## config.mk

```make
export PLATFORM = sky130hd
export DESIGN_NAME = pipelined_adder
export DESIGN_NICKNAME = d
export VERILOG_FILES = /design/src/rtl/pipelined_adder.sv
export SDC_FILE = /design/constraint.sdc
export NUM_CORES = 1
export LEC_CHECK = 0
export CORE_ASPECT_RATIO = 1.25
export CORE_MARGIN = 1
export CORE_UTILIZATION = 45
export CTS_BUF_LIST = sky130_fd_sc_hd__clkbuf_8 sky130_fd_sc_hd__clkbuf_16
export DETAILED_ROUTE_END_ITERATION = 6
export GPL_TIMING_DRIVEN = 0
export PLACE_DENSITY_LB_ADDON = 0.25
export SLEW_MARGIN = 20
export SYNTH_ARGS = -nofsm -noshare
export SYNTH_HDL_FRONTEND = slang
export SYNTH_SLANG_ARGS = --single-unit
```

## constraint.sdc

```tcl
create_clock -name clk -period 2.45 [get_ports clk]
set_input_delay 0.49 -clock clk [delete_from_list [all_inputs] [get_ports clk]]
set_output_delay 0.49 -clock clk [all_outputs]
set_load 0.03 [all_outputs]
```

## src/rtl/pipelined_adder.sv

```systemverilog
// Carry-pipelined adder: WIDTH-bit a+b+cin split into STAGES chunks, one chunk per cycle, valid/ready.
// Define PIPELINED_ADDER_SAT_EN for unsigned saturation of sum when the final carry is set.
module pipelined_adder #(
  parameter int unsigned WIDTH  = 16,
  parameter int unsigned STAGES = 4
) (
  input  logic             clk,
  input  logic             rst_n,
  input  logic             in_valid,
  output logic             in_ready,
  input  logic [WIDTH-1:0] a,
  input  logic [WIDTH-1:0] b,
  input  logic             cin,
  output logic             out_valid,
  input  logic             out_ready,
  output logic [WIDTH-1:0] sum,
  output logic             cout,
  output logic             ovf
);
  localparam int unsigned CW = WIDTH / STAGES;

  if (WIDTH < 2 || STAGES < 1 || (WIDTH % STAGES) != 0) begin : g_param_check
    $error("pipelined_adder: WIDTH must be >= 2 and an exact multiple of STAGES");
  end

  // Whole pipeline advances together; any stall freezes every stage, bubbles included.
  logic adv_c;
  logic ovf_d;
  logic ovf_q;

  assign adv_c    = out_ready | ~out_valid;
  assign in_ready = adv_c;

  for (genvar k = 0; k < STAGES; k++) begin : g_stg
    localparam int unsigned SW = (k + 1) * CW;

    logic [CW-1:0] a_c;
    logic [CW-1:0] b_c;
    logic          cin_c;
    logic          vld_d;
    logic          vld_q;
    logic          cy_q;
    logic [CW:0]   add_c;
    logic [SW-1:0] sum_cat_c;
    logic [SW-1:0] sum_d;
    logic [SW-1:0] sum_q;

    if (k == 0) begin : g_head
      assign a_c       = a[CW-1:0];
      assign b_c       = b[CW-1:0];
      assign cin_c     = cin;
      assign vld_d     = in_valid;
      assign sum_cat_c = add_c[CW-1:0];
    end else begin : g_tail
      assign a_c       = g_stg[k-1].g_ops.a_q[CW-1:0];
      assign b_c       = g_stg[k-1].g_ops.b_q[CW-1:0];
      assign cin_c     = g_stg[k-1].cy_q;
      assign vld_d     = g_stg[k-1].vld_q;
      assign sum_cat_c = {add_c[CW-1:0], g_stg[k-1].sum_q};
    end

    assign add_c = {1'b0, a_c} + {1'b0, b_c} + {{CW{1'b0}}, cin_c};

    // Upper operand chunks ride along, shifted so the next stage always reads the low chunk.
    if (k < STAGES - 1) begin : g_ops
      localparam int unsigned OW = WIDTH - SW;
      logic [OW-1:0] a_d;
      logic [OW-1:0] b_d;
      logic [OW-1:0] a_q;
      logic [OW-1:0] b_q;

      if (k == 0) begin : g_src_port
        assign a_d = a[WIDTH-1:CW];
        assign b_d = b[WIDTH-1:CW];
      end else begin : g_src_prev
        assign a_d = g_stg[k-1].g_ops.a_q[OW+CW-1:CW];
        assign b_d = g_stg[k-1].g_ops.b_q[OW+CW-1:CW];
      end

      always_ff @(posedge clk or negedge rst_n) begin
        if (!rst_n) begin
          a_q <= '0;
          b_q <= '0;
        end else if (adv_c && vld_d) begin
          a_q <= a_d;
          b_q <= b_d;
        end
      end
    end

    if (k == STAGES - 1) begin : g_last
      // Carry into the MSB is recovered as a^b^sum at that bit.
      assign ovf_d = a_c[CW-1] ^ b_c[CW-1] ^ add_c[CW-1] ^ add_c[CW];
`ifdef PIPELINED_ADDER_SAT_EN
      assign sum_d = add_c[CW] ? '1 : sum_cat_c;
`else
      assign sum_d = sum_cat_c;
`endif
    end else begin : g_mid
      assign sum_d = sum_cat_c;
    end

    always_ff @(posedge clk or negedge rst_n) begin
      if (!rst_n) begin
        vld_q <= 1'b0;
        cy_q  <= 1'b0;
        sum_q <= '0;
      end else if (adv_c) begin
        vld_q <= vld_d;
        if (vld_d) begin
          cy_q  <= add_c[CW];
          sum_q <= sum_d;
        end
      end
    end
  end

  always_ff @(posedge clk or negedge rst_n) begin
    if (!rst_n) begin
      ovf_q <= 1'b0;
    end else if (adv_c && g_stg[STAGES-1].vld_d) begin
      ovf_q <= ovf_d;
    end
  end

  assign out_valid = g_stg[STAGES-1].vld_q;
  assign sum       = g_stg[STAGES-1].sum_q;
  assign cout      = g_stg[STAGES-1].cy_q;
  assign ovf       = ovf_q;

endmodule

```

==> results of run 1 <==
[cells by family (layout without fill, tap and decap cells)]
kind of cell / Yosys count / count (layout) / share of synthesized area
AOI/OAI and AO/OA: 30 / 30 / 0.0378
xor gates and xnor gates: 8 / 8 / 0.0156
adders and majority gates: 20 / 20 / 0.0689
buffers and inverters: 23 / 96 / 0.0492
DFF: 97 / 97 / 0.539
muxes: 77 / 77 / 0.247
and+or+nand+nor: 33 / 33 / 0.0428
[cell type report]
type                            instances  area share
Sequential cell                        97       0.438
Clock buffer                           10      0.0431
Clock inverter                          6     0.00926
Tap cell                              126      0.0285
Multi-Input combinational cell        168       0.335
Buffer                                 10      0.0298
Timing Repair Buffer                   57       0.106
Inverter                               13      0.0102
[cells in the final DEF (no fill, tap or decap), types with 2 or more instances in the layout]
| cell type | n |
|---|---|
| dfrtp_1 | 97 |
| mux2_4 | 65 |
| clkdlybuf4s50_1 | 55 |
| nand2_1 | 23 |
| inv_1 | 15 |
| o21ai_0 | 15 |
| mux2_2 | 12 |
| ha_1 | 12 |
| clkbuf_16 | 9 |
| fa_1 | 8 |
| buf_12 | 6 |
| a21oi_1 | 6 |
| buf_6 | 5 |
| xor2_1 | 5 |
| a21o_1 | 5 |
| xnor2_1 | 3 |
| nand2_4 | 2 |
| nand2_8 | 2 |
| nor2b_1 | 2 |
| clkinv_2 | 2 |
[state kept, by name (all words and copies together) (netlist names)]
signal           count
cout                 1
g_stg.g_ops.a_q     24
ovf                  1
sum                 16
g_stg.cy_q           3
g_stg.sum_q         24
g_stg.g_ops.b_q     24
out_valid            1
g_stg.vld_q          3
[per-layer routing]
metal,vias up,global-route usage
met3,10,0.0347
li1,1114,-
met1,1166,0.203
met2,42,0.268
met4,0,0.0635
met5,-,0
[worst max-delay path by stage]
stage | start | to | slack (ns) | depth (start not counted)
final | out_ready | in_ready | 0.11 | 4
after global placement | rst_n | g_stg[0].g_ops.b_q[7] | -2.60 | 1
after global routing | out_ready | in_ready | 0.07 | 4
after CTS | out_ready | in_ready | 0.1 | 4
after detailed placement | out_ready | in_ready | 0.1 | 4
after floorplan | g_stg[2].cy_q | ovf | 0.54 | 6
[power by group through the flow]
stage / clock network [mW] / logic (mW) / registers, mW
floorplan: 0 / 2.27 / 2.98
global placement: 0 / 3.23 / 2.78
detailed placement: 0 / 3.31 / 2.82
CTS: 1.39 / 3.33 / 2.80
global route: 1.47 / 3.57 / 2.88
finish: 1.35 / 3.27 / 2.78
==> results.sh, run 1 <==
export IMPL_crit_path_max_fanout=6
export IMPL_holdWs_ns=0.0197
export IMPL_leakagePower_nw=2.67
export IMPL_multiInputGateArea_um2=1850
export IMPL_drive_above_1_share=0.299
export IMPL_crit_required_ns=1.96
export IMPL_pre_cts_ws_ns=0.100
export IMPL_r2r_start="g_stg[2].cy_q"
export IMPL_min_period_ns=2.34
export IMPL_finClkSkew_ns=0.00623
export IMPL_die_area_um2=10400
export IMPL_final_max_slew_viol_count=0
export IMPL_fill_cells=788
export IMPL_die_h_um=114
export IMPL_peakVddDrop_mv=0.409
export IMPL_start_util=0.466
export IMPL_rsz0062_at_grt="false"
export IMPL_syn_avg_cell_area_um2=15.6
export IMPL_drt_iter0_drc=105
export IMPL_antenna_found_initial=0
export IMPL_slew_headroom=0.774
export IMPL_post_place_cells=471
export IMPL_seq_area_frac_synth=0.539
export IMPL_clk_pin_slew_ns=0.06
export IMPL_reg2reg_depth=6
export IMPL_period_share=0.957
export IMPL_swShare=0.320
export IMPL_synth_most_common_cell="dfrtp_1"
export IMPL_synth_edff_count=0
export IMPL_tightestPinTransition_ns=0.339
export IMPL_endpoint_kind="output port"
export IMPL_path_delay_family="buffers and inverters"
export IMPL_met1_length_um=3200
export IMPL_route_top_layer_used="met4"
export IMPL_htreeDepth=3
export IMPL_status="finished clean"
export IMPL_switching_power_mw=2.37
export IMPL_synthArstFlopShare=1.00
export IMPL_ctsHoldBuffers=0
export IMPL_instances_no_fill=487
export IMPL_cts_tree="built"
export IMPL_powerDensity_nw_per_um2=1340
export IMPL_pwr_share_seq=0.375
export IMPL_r2r_setup_slack_ns=0.42
export IMPL_via_per_inst=4.79
export IMPL_core_um2=9660
export IMPL_criticalPathCategory="input port to output port"
export IMPL_post_drt_wl_per_cell_um=14.8
export IMPL_grt_pass1_wl_um=12600
export IMPL_pwr_share_clk=0.183
export IMPL_regArea_um2=2430
export IMPL_grt_start_max_net_pins=70
export IMPL_fin_area_um2=5540
export IMPL_crit_chain="clkdlybuf4s50_1, nor2b_4, inv_8, clkdlybuf4s50_1"
export IMPL_wl_met2_um=3680
export IMPL_yosys_register_bits=97
export IMPL_yosysTopAreaCell="dfrtp_1"
export IMPL_finalSetupViolCount=0
export IMPL_synth_top_area_frac=0.539
export IMPL_synthFlopType="dfrtp_1"
export IMPL_cts_buffer_depth=2
export IMPL_io_pins=57
export IMPL_cp_common_cell="clkdlybuf4s50_1"
export IMPL_final_setup_tns_ns=0
export IMPL_critPathMaxStageDelay_ns=0.68
export IMPL_die_w_um=91.5
export IMPL_reg2reg_to="ovf"
export IMPL_arrival_ns=1.85
export IMPL_hold_path_class="input port to async pin"
export IMPL_worst_slack_ns=0.106
export IMPL_syn_area_um2=4500
export IMPL_met3WireLength_um=200
export IMPL_clk_latency_ns=0.34
export IMPL_cts_resized=0
export IMPL_cts_root_buf="clkbuf_16"
export IMPL_synthTopCellsByCount="97 x dfrtp_1, 65 x mux2_4, 23 x nand2_1"
export IMPL_maxCapViolCount=0
export IMPL_cts_setup_buffers=0
export IMPL_critPathBufInv=3
export IMPL_fin_nets=413
export IMPL_port_buffers=56
export IMPL_max_freq_ghz=0.427
export IMPL_grt_usage=0.160
export IMPL_placed_cell_area_um2=5250
export IMPL_vias=2332
export IMPL_gp_congestion=0.753
export IMPL_power_frac_comb=0.442
export IMPL_worst_setup_path_start_kind="input port"
export IMPL_cts_sinks=97
export IMPL_syn_instance_count=288
export IMPL_hpwlAfterDp_um=5210
export IMPL_grt_remaining_overflow=0
export IMPL_grt_pass1_vias=2454
export IMPL_ys_types=26
export IMPL_std_cell_rows=40
export IMPL_fin_util=0.574
export IMPL_drc=0
export IMPL_yosys_warnings=0
export IMPL_syn_to_final_growth_pct=23.0
export IMPL_synth_area_leaders="dfrtp_1 54%, mux2_4 22%, fa_1 3.6%"
export IMPL_slowest_stage="clkdlybuf4s50_1"
export IMPL_p_int_mw=5.04
export IMPL_synth_nets=345
export IMPL_cts_made_buffers=9
export IMPL_total_power_mw=7.41
export IMPL_ant_nets=0
export IMPL_wl_um=7200
export IMPL_drt_pre_antenna_iters=4
export IMPL_diodes=0
export IMPL_finalHoldViolCount=0
Note: power is estimated with default switching activity, not from simulation.
==> run 2: changes to the inputs <==
--- a/config.mk
+++ b/config.mk
@@ -7,11 +7,11 @@
 export LEC_CHECK = 0
 export CORE_ASPECT_RATIO = 1.25
 export CORE_MARGIN = 1
-export CORE_UTILIZATION = 45
+export CORE_UTILIZATION = 40
 export CTS_BUF_LIST = sky130_fd_sc_hd__clkbuf_8 sky130_fd_sc_hd__clkbuf_16
 export DETAILED_ROUTE_END_ITERATION = 6
 export GPL_TIMING_DRIVEN = 0
-export PLACE_DENSITY_LB_ADDON = 0.25
+export PLACE_DENSITY = 0.69
 export SLEW_MARGIN = 20
 export SYNTH_ARGS = -nofsm -noshare
 export SYNTH_HDL_FRONTEND = slang
==> results.sh, run 2 (synthesis gave the netlist of run 1 again) <==
export IMPL_std_cell_rows=42
export IMPL_pre_cts_ws_ns=0.0925
export IMPL_worst_setup_path_start_kind="input port"
export IMPL_pwr_share_seq=0.380
export IMPL_grt_start_max_net_pins=59
export IMPL_slew_headroom=0.744
export IMPL_finClkSkew_ns=0.00480
export IMPL_cts_made_buffers=9
export IMPL_total_power_mw=7.37
export IMPL_cts_buffer_depth=2
export IMPL_crit_chain="clkdlybuf4s50_1, nor2b_4, inv_8, clkdlybuf4s50_1"
export IMPL_switching_power_mw=2.36
export IMPL_reg_top3="g_stg.g_ops.a_q (24), g_stg.g_ops.b_q (24), g_stg.sum_q (24)"
export IMPL_criticalPathCategory="input port to output port"
export IMPL_start_util=0.418
export IMPL_swShare=0.321
export IMPL_cp_common_cell="clkdlybuf4s50_1"
export IMPL_finalHoldViolCount=0
export IMPL_period_share=0.960
export IMPL_peakVddDrop_mv=0.425
export IMPL_power_frac_comb=0.445
export IMPL_leakagePower_nw=2.65
export IMPL_hold_path_class="input port to async pin"
export IMPL_crit_required_ns=1.96
export IMPL_cts_setup_buffers=0
export IMPL_die_h_um=121
export IMPL_layout_cells_most_common="dfrtp_1"
export IMPL_hpwlAfterDp_um=5400
export IMPL_worst_slack_ns=0.0979
export IMPL_gp_congestion=0.724
export IMPL_drt_iter0_drc=36
export IMPL_instances_no_fill=491
export IMPL_cts_resized=0
export IMPL_cts_tree="built"
export IMPL_max_freq_ghz=0.425
export IMPL_syn_to_final_growth_pct=23.0
export IMPL_arrival_ns=1.86
export IMPL_status="finished clean"
export IMPL_critPathMaxStageDelay_ns=0.68
export IMPL_wl_um=7140
export IMPL_path_delay_family="buffers and inverters"
export IMPL_critPathBufInv=3
export IMPL_wl_met2_um=3530
export IMPL_endpoint_kind="output port"
export IMPL_met1_length_um=3240
export IMPL_post_place_cells=477
export IMPL_ctsHoldBuffers=0
export IMPL_port_buffers=56
export IMPL_via_per_inst=4.73
export IMPL_powerDensity_nw_per_um2=1330
export IMPL_slowest_stage="clkdlybuf4s50_1"
export IMPL_drive_above_1_share=0.304
export IMPL_cts_root_buf="clkbuf_16"
export IMPL_die_w_um=96.9
export IMPL_finalSetupViolCount=0
export IMPL_met3WireLength_um=241
export IMPL_rsz0062_at_grt="false"
export IMPL_clk_pin_slew_ns=0.06
export IMPL_vias=2323
export IMPL_grt_pass1_wl_um=12200
export IMPL_cts_sinks=97
export IMPL_htreeDepth=3
export IMPL_pwr_share_clk=0.176
export IMPL_route_top_layer_used="met4"
export IMPL_post_drt_wl_per_cell_um=14.5
export IMPL_drc=0
export IMPL_die_area_um2=11700
export IMPL_core_um2=10800
export IMPL_drt_pre_antenna_iters=4
export IMPL_grt_usage=0.135
export IMPL_maxCapViolCount=0
export IMPL_min_period_ns=2.35
export IMPL_antenna_found_initial=0
export IMPL_final_cell_mix="97 x dfrtp_1, 65 x mux2_4, 55 x clkdlybuf4s50_1, 23 x nand2_1, 15 x o21ai_0"
export IMPL_final_max_slew_viol_count=0
export IMPL_clk_latency_ns=0.33
export IMPL_fin_util=0.514
export IMPL_p_int_mw=5.01
export IMPL_diodes=0
export IMPL_fin_nets=413
export IMPL_holdWs_ns=0.0599
export IMPL_grt_pass1_vias=2518
export IMPL_crit_path_max_fanout=6
export IMPL_io_pins=57
export IMPL_ant_nets=0
export IMPL_tightestPinTransition_ns=0.384
export IMPL_grt_remaining_overflow=0
[run 2: worst paths after layout]
| check | cells after the start | startpoint | end | slack, ns |
|---|---|---|---|---|
| min in group clk | 2 | g_stg[2].sum_q[9] | g_stg[2].sum_q[9] | 0.48 |
| hold / removal | 1 | rst_n | sum[1] | 0.06 |
| hold reg to reg | 2 | g_stg[2].sum_q[9] | g_stg[2].sum_q[9] | 0.48 |
| setup reg to reg | 6 | g_stg[2].cy_q | ovf | 0.41 |
| setup / recovery | 4 | out_ready | in_ready | 0.1 |
| max in group asynchronous | 2 | rst_n | g_stg[0].g_ops.a_q[5] | 1.79 |
[run 2: layer usage]
metal  global-route usage  vias to the layer above
met3               0.0358                       11
met1                0.167                     1138
met5                    0                        -
li1                     -                     1131
met4               0.0616                        0
met2                0.220                       43
[run 2: worst reg2reg max path, delay by kind of cell (launching register included)]
kind                       cells  cell delay [ns]
adders and majority gates      2             0.89
AOI/OAI and AO/OA              3             0.49
DFF                            1             0.41
xor gates and xnor gates       1             0.15
[run 2: metrics by stage]
stage / cell area (um2) / setup TNS, ns
3_3_place_gp: 5230 / -246.00
2_1_floorplan: 4500 / 0
6_report: 5540 / 0
5_1_grt: 5540 / 0
4_1_cts: 5540 / 0
3_5_place_dp: 5260 / 0
[run 2: cell type report]
type	instances	area, um2
well taps	132	165
fillers	923	5240
inverters	13	56.3
plain buffers	10	165
repair buffers	57	589
clock inverters	2	13.8
flip-flops and latches	97	2430
clock buffers	12	267
multi-input cells	168	1850
[run 2: power by group through the flow]
stage                     Combinational (mW)  Clock [mW]  Sequential [mW]
after global placement                  3.20           0             2.80
final                                   3.28        1.30             2.80
after global routing                    3.55        1.41             2.89
after detailed placement                3.31           0             2.84
after floorplan                         2.27           0             2.98
after CTS                               3.33        1.34             2.81
